**src/rtl/rd0_pixel_unpack_pkg.sv**
```systemverilog
// rtl/rd0_pixel_unpack_pkg.sv - sizing helpers and configuration check for the channel-0 pixel unpacker
package rd0_pixel_unpack_pkg;

  function automatic int clog2_min1(input int v);
    return (v <= 2) ? 1 : $clog2(v);
  endfunction

  function automatic int lanes_per_word(input int in_w, input int pix_w);
    return in_w / pix_w;
  endfunction

  // Word must split into whole pixels, and a line must end on a word boundary.
  function automatic bit cfg_ok(input int in_w, input int pix_w, input int h_pix);
    return (pix_w > 0) && (in_w >= pix_w) && ((in_w % pix_w) == 0) &&
           ((h_pix % (in_w / pix_w)) == 0);
  endfunction

endpackage

```
**src/rtl/rd0_raster_cnt.sv**
```systemverilog
// rtl/rd0_raster_cnt.sv - raster x/y position, sof/eol tags and frame completion pulse
module rd0_raster_cnt
  import rd0_pixel_unpack_pkg::*;
#(
  parameter int c_H_PIXELS = 1280,
  parameter int c_V_LINES  = 720,
  parameter int X_W        = clog2_min1(c_H_PIXELS),
  parameter int Y_W        = clog2_min1(c_V_LINES)
) (
  input  logic rd_clk,
  input  logic rd_rst,
  input  logic frame_sync,
  input  logic acc,
  input  logic pix_vld,
  output logic pix_sof,
  output logic pix_eol,
  output logic frame_done
);

  logic [X_W-1:0] x;
  logic [Y_W-1:0] y;
  logic           x_last;
  logic           y_last;

  assign x_last  = (x == X_W'(c_H_PIXELS - 1));
  assign y_last  = (y == Y_W'(c_V_LINES - 1));
  assign pix_sof = pix_vld & (x == '0) & (y == '0);
  assign pix_eol = pix_vld & x_last;

  always_ff @(posedge rd_clk) begin
    if (rd_rst) begin
      x          <= '0;
      y          <= '0;
      frame_done <= 1'b0;
    end else if (frame_sync) begin
      // A restart abandons the current frame, so it never reports completion.
      x          <= '0;
      y          <= '0;
      frame_done <= 1'b0;
    end else begin
      frame_done <= acc & x_last & y_last;
      if (acc) begin
        if (x_last) begin
          x <= '0;
          y <= y_last ? '0 : y + Y_W'(1);
        end else begin
          x <= x + X_W'(1);
        end
      end
    end
  end

endmodule

```
**src/rtl/rd0_pixel_unpack.sv**
```systemverilog
// rtl/rd0_pixel_unpack.sv - pops FWFT FIFO words and serialises them into a tagged pixel stream
module rd0_pixel_unpack
  import rd0_pixel_unpack_pkg::*;
#(
  parameter int c_IN_WIDTH  = 32,
  parameter int c_PIX_WIDTH = 16,
  parameter int c_H_PIXELS  = 1280,
  parameter int c_V_LINES   = 720
) (
  input  logic                   rd_clk,
  input  logic                   rd_rst,
  input  logic                   frame_sync,
  input  logic [c_IN_WIDTH-1:0]  fifo_data,
  input  logic                   fifo_vld,
  output logic                   fifo_en,
  output logic [c_PIX_WIDTH-1:0] pix_data,
  output logic                   pix_vld,
  input  logic                   pix_rdy,
  output logic                   pix_sof,
  output logic                   pix_eol,
  output logic                   frame_done
);

  localparam int N      = lanes_per_word(c_IN_WIDTH, c_PIX_WIDTH);
  localparam int LANE_W = clog2_min1(N);
  localparam int X_W    = clog2_min1(c_H_PIXELS);
  localparam int Y_W    = clog2_min1(c_V_LINES);

  generate
    if (!cfg_ok(c_IN_WIDTH, c_PIX_WIDTH, c_H_PIXELS)) begin : g_cfg_err
      $error("rd0_pixel_unpack: c_IN_WIDTH must be a multiple of c_PIX_WIDTH and c_H_PIXELS a multiple of the lane count");
    end
  endgenerate

  logic [c_IN_WIDTH-1:0] hold_data;
  logic                  hold_vld;
  logic [LANE_W-1:0]     lane;
  logic                  acc;
  logic                  last;

  assign pix_vld = hold_vld;
  assign acc     = hold_vld & pix_rdy;
  assign last    = (lane == LANE_W'(N - 1));
  // Reload on the last-lane accept keeps one pixel per clock across word boundaries.
  assign fifo_en = fifo_vld & ~frame_sync & (~hold_vld | (acc & last));

  always_comb begin
    pix_data = '0;
    for (int i = 0; i < N; i++) begin
      if (lane == LANE_W'(i)) begin
        pix_data = hold_data[i*c_PIX_WIDTH +: c_PIX_WIDTH];
      end
    end
  end

  always_ff @(posedge rd_clk) begin
    if (rd_rst) begin
      hold_data <= '0;
      hold_vld  <= 1'b0;
      lane      <= '0;
    end else if (frame_sync) begin
      hold_vld <= 1'b0;
      lane     <= '0;
    end else if (fifo_en) begin
      hold_data <= fifo_data;
      hold_vld  <= 1'b1;
      lane      <= '0;
    end else if (acc & ~last) begin
      lane <= lane + LANE_W'(1);
    end else if (acc) begin
      hold_vld <= 1'b0;
    end
  end

  rd0_raster_cnt #(
    .c_H_PIXELS (c_H_PIXELS),
    .c_V_LINES  (c_V_LINES),
    .X_W        (X_W),
    .Y_W        (Y_W)
  ) u_raster (
    .rd_clk     (rd_clk),
    .rd_rst     (rd_rst),
    .frame_sync (frame_sync),
    .acc        (acc),
    .pix_vld    (pix_vld),
    .pix_sof    (pix_sof),
    .pix_eol    (pix_eol),
    .frame_done (frame_done)
  );

endmodule

```
**config.mk**
```make
export PLATFORM = sky130hd
export DESIGN_NAME = rd0_pixel_unpack
export DESIGN_NICKNAME = d
export VERILOG_FILES = /design/src/rtl/rd0_pixel_unpack_pkg.sv /design/src/rtl/rd0_raster_cnt.sv /design/src/rtl/rd0_pixel_unpack.sv
export SDC_FILE = /design/constraint.sdc
export NUM_CORES = 1
export LEC_CHECK = 0
export BUFFER_PORTS_ARGS = -buffer_cell sky130_fd_sc_hd__buf_2
export CAP_MARGIN = 20
export CORE_MARGIN = 2
export CORE_UTILIZATION = 45
export DETAILED_ROUTE_END_ITERATION = 8
export PLACE_DENSITY = 0.73
export REMOVE_ABC_BUFFERS = 1
export SETUP_SLACK_MARGIN = 0.05
export SLEW_MARGIN = 0
export SYNTH_ARGS = -nofsm -noshare
export SYNTH_HDL_FRONTEND = slang
export SYNTH_SLANG_ARGS = --single-unit
```
**constraint.sdc**
```tcl
create_clock -name rd_clk -period 3.5 [get_ports rd_clk]
set_input_delay 0.35 -clock rd_clk [delete_from_list [all_inputs] [get_ports rd_clk]]
set_output_delay 0.35 -clock rd_clk [all_outputs]
set_load 0.01 [all_outputs]
```
==> summary by stage, run 1 <==
Place
The post-place instance area is 0.002843 sq mm. The number of buffers added on ports is 57. The wire-length estimate of the detail-placed layout is approximately 3.6 mm. The placed cell count is 420. The weighted congestion reported at the end of routability-driven placement is 0.8319.

Synth
The most area-hungry cell type in the Yosys netlist is dfxtp_1. The cell area after technology mapping is approximately 0.0026 sq mm. The async set-reset flop share out of synthesis is 0.

The total of flip-flops plus latches after synthesis is 56. Synthesis produced a netlist whose cell count is 306. The top cell type's share of synthesized area is 0.4388. In this run, synthesis inferred 0 flip-flops with an integrated enable.

The synthesized area per cell is 8.350 sq um. By instance count, the leading cell after synthesis is nand2_1. In the synthesized netlist the dominant register cell turns out to be dfxtp_1. By area the synthesized netlist is led by dfxtp_1 (44%), nand2_1 (12%), a21oi_1 (7.2%). After synthesis, the most frequently instantiated cells are nand2_1 (80), dfxtp_1 (56), a21oi_1 (37). After synthesis, the netlist uses 43 different library cells. The share of the Yosys chip area taken by registers is 0.4388.

The number of synthesis warnings is 0.

Routing
After the first detailed-routing iteration, the DRC count stood at around 110. For this run, the detailed router's first-pass iteration total came to 4. The final antenna-violating net count is 0. After detailed routing, the number of remaining DRC violations is 0. The count of vias placed by the detailed router is 2,186. Dividing the detail-routed via count by the number of cells gives 5.107. The wire length reported by the detailed router is 5.217 mm.

The detailed-route wire length per cell is 12.19 um.

Cells and area
Compared with the post-synthesis result, the final layout area differs by 15.48%. Summing all non-filler instances in the final layout gives an area of 0.002950 sq mm. The area taken by multi-input logic gates is 0.001300 sq mm. In the final layout, flip-flops and latches occupy 0.001121 sq mm.

The net total in the final layout is 396. For this run, the number of standard cells in the final layout without fillers is 428. Of the cells placed in the final design, the portion with a size suffix greater than 1 is 0.2444.

The number of filler cells placed in the layout is 522. The antenna diode instance count is 0.

Worst setup path
In this run the register-to-register setup slack is 1.62 ns. STA classifies the critical path endpoint as a primary output. The worst setup path is launched from a register.

The largest single stage delay on the critical path is a little over 0.4 ns. The highest-delay cell along the critical path is or3b_1. The arrival time reported for the critical path endpoint is 1.95 ns.

The logic depth of the worst register-to-register path is 5. The data required time of the worst path is ~3.2 ns. The setup path with the least slack is of type reg -> out. The capture point of the worst reg-to-reg path is u_raster.y[8]$_SDFFE_PP0P_. The peak fanout along the critical path is 33. The critical path goes through buf_4, a21boi_1, or3b_1, clkinv_2, buf_2.

The startpoint identified for the worst register-to-register timing path is u_raster.x[0]$_SDFFE_PP0N_.

Global route
The first global-routing pass estimated 9.101 mm of wire. The number of antenna violations at the first check in global routing is 0. The pin count of the biggest net entering global routing is 35. The via count of the first global-routing pass was 2,050.

For this run the aggregate overflow at the end of global routing stands at 0. The total track usage is 0.1785.

Clock network
Clock tree synthesis inserted a total of 5 buffers. Clock-pin slew was measured on the worst setup and hold paths at about 0.10 ns. The buffer count from post-CTS setup fixing is 0. In this run the number of H-tree levels came out at 2. At the later pin of the worst-skew pair, clock insertion delay measures 0.31 ns. After clock tree synthesis, the flow added hold-fix buffers numbering 0. TritonCTS built the clock tree. CTS placed an instance of clkbuf_8 at the clock tree root. In this run, post-CTS repair resized a total of 0 instances. CTS saw between 50 and 60 sinks. The longest clock path from root to sink contains 2 buffers.

Floorplanning
The number of standard-cell rows in the floorplan is 27. The starting density of the core is 0.4640. The number of primary I/O pins is 58. The die is just under 80 um wide. The die outline height is 79.35 um. The die covers 0.006296 sq mm. The region available for standard cell placement spans around 0.0055 sq mm.

STA
The final-report max-slew violation count was 0. The clock skew after layout is approximately 0.013 ns. The number of failing setup endpoints in the final timing report is 0. Counting I/O delays and the setup requirement, the final critical path takes 2.302 ns.

Setup repair after global routing left no endpoint under its margin. The relative slew slack is 0.6001. The count of endpoints failing hold in the final timing report is 0.

The final cycle utilization of the critical path is 0.6578. For the pin with the worst max-slew slack, the measured transition is 0.5999 ns. Based on the critical path, the design can be clocked at up to around 430 MHz.

Setup total negative slack on the finished layout was measured at 0 ns.

Pwr
IR analysis of the VDD net gives a maximum drop of 0.2371 mV. The total power consumption of the routed design is roughly 1.2 mW. The ratio of total power to cell area is 400.4 mW/mm^2.

The reported leakage power is 1.192 nW.

Hold path
The number of cells on the worst hold path is 3. The worst min-delay path class is in -> reg. The source of the worst hold timing path is fifo_data[4].

The worst hold path terminates at hold_data[4]$_SDFFE_PP0P_.

Outcome
The flow ran to the end, and the final reports show no timing, DRC or antenna violations.

Job
Across the run, the number of max-cap violations was 0.
-- sequential cells by signal (all words and copies together), names as in the netlist --
register,flops
u_raster.y,10
u_raster.frame_done,1
hold_data,32
pix_vld,1
lane,1
u_raster.x,11
-- final cells by class --
class	instances	share of cell area
clock buffer	6	0.02460
multi-input combinational	225	0.4406
clock inverter	2	0.01187
inverter	8	0.01060
timing repair buffer	59	0.1018
sequential	56	0.3800
tap	72	0.03053
-- critical path: cells and delay by family (launching register included) --
family          cells  cell delay (ns)
compound gates      1             0.11
buf+inv             3             0.81
simple gates        1             0.41
flops               1             0.32
-- power by group --
group	switching, mW	total [mW]	internal (mW)
Combinational	0.0562	0.100	0.0441
Sequential	0.00945	0.664	0.655
Clock	0.204	0.417	0.213
-- how the worst max path moves through the flow --
stage,startpoint,endpoint,depth (start not counted)
finish,lane$_SDFFE_PP0P_,fifo_en,5
global route,lane$_SDFFE_PP0P_,fifo_en,5
CTS,lane$_SDFFE_PP0P_,fifo_en,5
detailed placement,rd_rst,u_raster.y[8]$_SDFFE_PP0P_,5
global placement,rd_rst,u_raster.y[8]$_SDFFE_PP0P_,5
floorplan,lane$_SDFFE_PP0P_,fifo_en,3
-- routing by layer --
metal	vias up	track usage	wire length (um)
met5	-	0	0
li1	1147	-	-
met1	971	0.2338	2508
met3	5	0.05341	372
met4	0	0.05517	46
met2	63	0.2831	2289
-- per-stage QoR --
| stage | hold WS [ns] | worst slack [ns] | utilization |
|---|---|---|---|
| final | 0.2716 | 1.198 | 0.5358 |
| after global routing | 0.2674 | 1.054 | 0.5358 |
| after CTS | 0.2582 | 1.169 | 0.5358 |
| after detailed placement | 0.4468 | 1.499 | 0.5162 |
| after global placement | 0.4395 | 1.510 | 0.5162 |
| after floorplan | 0.4191 | 1.266 | - |
-- cells in the final DEF, fill, tap and decap left out, types with 2 or more instances in the layout --
cell type / synthesis / layout
nor4_1: 2 / 2
dfxtp_1: 56 / 56
or4_1: 3 / 3
buf_2: 4 / 57
nor3_1: 3 / 3
and2_1: 3 / 3
o31ai_1: 2 / 2
o211ai_1: 3 / 3
inv_1: 7 / 7
a31oi_1: 2 / 2
clkinv_2: 1 / 2
xor2_1: 9 / 9
and3_1: 2 / 2
o21ai_0: 2 / 2
o21ai_1: 2 / 2
nand3_1: 12 / 12
nor2b_1: 2 / 2
buf_4: 1 / 2
and4_1: 4 / 4
clkbuf_8: 0 / 5
ha_1: 4 / 4
nor2_1: 15 / 15
nand4_1: 6 / 6
a21oi_1: 37 / 37
mux2_2: 16 / 16
o22ai_1: 2 / 2
nand2_1: 80 / 80
-- cells by family (layout without fill, tap and decap cells) --
kind of cell / count (synthesis) / count (layout) / synth area share
mux: 16 / 16 / 0.07052
buf+inv: 25 / 75 / 0.05240
fa+ha+maj: 4 / 4 / 0.01959
compound gates: 53 / 53 / 0.1175
simple gates: 142 / 142 / 0.2669
xor+xnor: 10 / 10 / 0.03428
flops: 56 / 56 / 0.4388
(Power assumes the default switching activity.)
==> inputs of run 2 (changes only) <==
- clock period: 3.5 -> 2.3 ns (I/O delays scaled with it)
==> summary by stage, run 2 (synthesized netlist as in run 1, its figures left out) <==
Pwr
Of the total power, the clock network draws 0.304. The net switching share of the total power is 0.2404. The peak supply drop is 0.3149 mV. The ratio of total power to cell area is ~570 mW/mm^2. The net switching power is between 400 and 500 uW. Of the total power, registers draw 0.603.

The part of the power in combinational logic is 0.092. The total internal power is 1.271 mW. Summed over all cells, the static leakage comes to between 1 and 1.5 nW.

Cells and area
The share of cells above drive strength 1 is 0.2472. The antenna diode instance count is 0. The net total in the final layout is 397. The library cell used most frequently in the layout, excluding fill and tap cells, is nand2_1. In the final layout, the registers with the most flip-flops are hold_data: 32 flops, u_raster.x: 11 flops, u_raster.y: 10 flops. In the final layout, the multi-input gates occupy 0.001300 sq mm.

Fill cells in the final layout number 534. The area growth from synthesis to layout is 14.79%. The register area is 0.001121 sq mm. The register name with the most flops is hold_data.

The register with the most flip-flops in the layout has 32 of them. The top cell types in the final layout, fill and taps aside, are nand2_1 (80), buf_2 (57), dfxtp_1 (56), a21oi_1 (37), mux2_2 (16).

Hold path
The source of the worst hold timing path is fifo_data[31]. The tightest min-delay check is of the in -> reg type. For hold timing, the worst endpoint is hold_data[31]$_SDFFE_PP0P_. The number of cells on the worst hold path is 3.

Global route
The total overflow left after global routing is 0. The via count of the first global-routing pass is around 2.2k. The number of antenna violations at the first check in global routing is 0.

The first global-routing pass estimated 9.204 mm of wire. The total track usage is 0.1837. Entering global routing, the biggest net connects 34 pins.

STA
The number of failing setup endpoints in the final timing report is 0. Adding up every negative setup slack in the final design gives 0 ns. The post-route minimum period is around 2.0 ns. The worst-case setup margin in the final layout is 0.3027 ns. Across the routed clock network, the largest skew measured is between 0.008 and 0.009 ns.

The final-report max-slew violation count is 0. For the pin with the worst max-slew slack, the measured transition is 0.4658 ns. Of the available clock period, the critical path in the final layout requires 0.8684. Measured against its own limit, the worst slew margin works out to 0.6894. The count of endpoints failing hold in the final timing report was 0.

Derived from the worst setup path, the maximum achievable clock frequency is 500.7 MHz. Setup repair after global routing left no endpoint under its margin.

Floorplanning
In this run the core area contains 27 standard-cell rows. The horizontal extent of the die is 79.35 um. The area of the placeable core is 0.005507 sq mm. The starting density of the core is 0.4640. The die outline height is between 70 and 80 um. The floorplan die area is around 0.0063 sq mm. between 50 and 60 I/O pins were placed.

Clock network
The tree is rooted in a clkbuf_8. The CTS tree is yes. After clock tree synthesis, the setup repair step added 0 buffers. The number of buffers inserted during clock tree synthesis is 5.

The clock-pin slew of the registers on the worst-case setup and hold paths is 0.10 ns. The total number of clock tree sinks is 56. For the worst-skew pair, the clock arrives at the later sink with an insertion delay of 0.30 ns. The clock tree synthesis step divided the H-tree into 2 levels. The number of buffers between clock root and the deepest sink is 2.

Worst setup path
The worst setup path is of the reg -> out kind. The startpoint identified for the worst register-to-register timing path is u_raster.x[0]$_SDFFE_PP0N_. The startpoint type of the worst setup path is a register. STA classifies the critical path endpoint as a primary output. The highest-delay cell along the critical path is dfxtp_1.

The number of cells on the worst reg-to-reg path is 5. Traced cell by cell, the critical path runs through a21boi_1, or3b_1, inv_4, buf_2. The flop-to-flop setup slack is 0.41 ns. Of all nets on the critical path, the largest fanout is 33.

The data required time of the worst path is 2.07 ns. Data arrives at the worst endpoint at 1.77 ns. In this run the critical register-to-register path is captured at u_raster.y[7]$_SDFFE_PP0P_. The delay of the slowest cell on the worst path is 0.41 ns.

Routing
Detailed routing placed a total of approximately 2.4 mm of wire on met2. The post-detailed-route via-to-cell ratio is a little over 5. The DRC violations left is 0.

The detail route stage leaves a number of antenna-violating nets equal to 0. In this run the top signal layer used is met4. The first-pass iteration count of the detailed router is 4. The wire length reported by the detailed router is 5.252 mm. The met3 wirelength from detailed routing is 397 um. The first-iteration detailed-routing DRC count is roughly 160. The detailed-route wire length per cell is 12.27 um. The routed metal-1 wirelength is 2.395 mm.

The routed layout has 2,224 vias.

Outcome
The run finished with clean final reports.

Place
The setup slack at placement is 0.4331 ns. Buffers placed on the I/O ports in this run total 57. After legalization and detailed placement, the total HPWL measured 3.702 mm. The weighted congestion reported at the end of routability-driven placement is 0.8132.

Job
Max-cap violations in this run came to 0.
==> run 2: cell count changes in the layout (fill, tap and decap cells not counted), sizes merged <==
cell | before | now
buf | 59 | 60
bufinv | 1 | 0
clkbuf | 6 | 5
clkinv | 2 | 1
clkinvlp | 0 | 1
inv | 7 | 8
==> run 2: metal layers <==
layer,GRT usage,vias up
met5,0,-
met4,0.06034,0
met3,0.05341,4
met2,0.3102,68
met1,0.2245,1004
li1,-,1148
==> run 2: timing repair <==
| item | 4_1_cts | 5_1_grt |
|---|---|---|
| gates resized for setup | 0 | 1 |
| endpoints found under the setup margin | 0 | 1 |
| hold endpoints to repair | 0 | 0 |
| hold buffers | 0 | 0 |
==> run 2: final cells by class <==
class	count	area share
well taps	72	0.03072
repair buffers	60	0.1049
clock inverters	2	0.004266
clock buffers	5	0.02346
flip-flops and latches	56	0.3823
multi-input cells	225	0.4433
inverters	8	0.01109
==> run 2: stage by stage <==
stage                     cells  total power [mW]  hold WS, ns    util  area, sq um
after detailed placement    421             1.188       0.4464  0.5176         2850
after CTS                   428             1.698       0.1328  0.5324         2932
after floorplan             289             1.109       0.2991       -         2452
final                       428             1.673       0.1468  0.5326         2933
after global placement      421             1.185       0.4393  0.5176         2850
after global routing        428             1.760       0.1407  0.5326         2933
==> run 2: power groups by stage <==
stage / registers (mW) / clock network, mW / logic, mW
floorplan: 1.03 / 0 / 0.0789
global placement: 1.03 / 0 / 0.154
global route: 1.01 / 0.572 / 0.174
detailed placement: 1.03 / 0 / 0.156
CTS: 1.01 / 0.532 / 0.156
finish: 1.01 / 0.509 / 0.154
==> run 2: how the worst max path moves through the flow <==
stage	slack (ns)	end	from	cells past startpoint
2_1_floorplan	0.14	hold_data[0]$_SDFFE_PP0P_	pix_vld$_SDFFE_PP0P_	5
3_3_place_gp	0.52	u_raster.y[8]$_SDFFE_PP0P_	u_raster.x[0]$_SDFFE_PP0N_	5
3_5_place_dp	0.43	u_raster.y[7]$_SDFFE_PP0P_	u_raster.x[0]$_SDFFE_PP0N_	5
4_1_cts	0.18	fifo_en	pix_vld$_SDFFE_PP0P_	4
5_1_grt	0.17	fifo_en	pix_vld$_SDFFE_PP0P_	4
6_report	0.30	fifo_en	pix_vld$_SDFFE_PP0P_	4
==> run 2: worst max-delay path: cells and delay by family, from the launching register on <==
| kind | cells | cell delay (ns) |
|---|---|---|
| buffers and inverters | 2 | 0.45 |
| AO/OA/AOI/OAI | 1 | 0.18 |
| AND/OR/NAND/NOR | 1 | 0.41 |
| flip-flops | 1 | 0.41 |
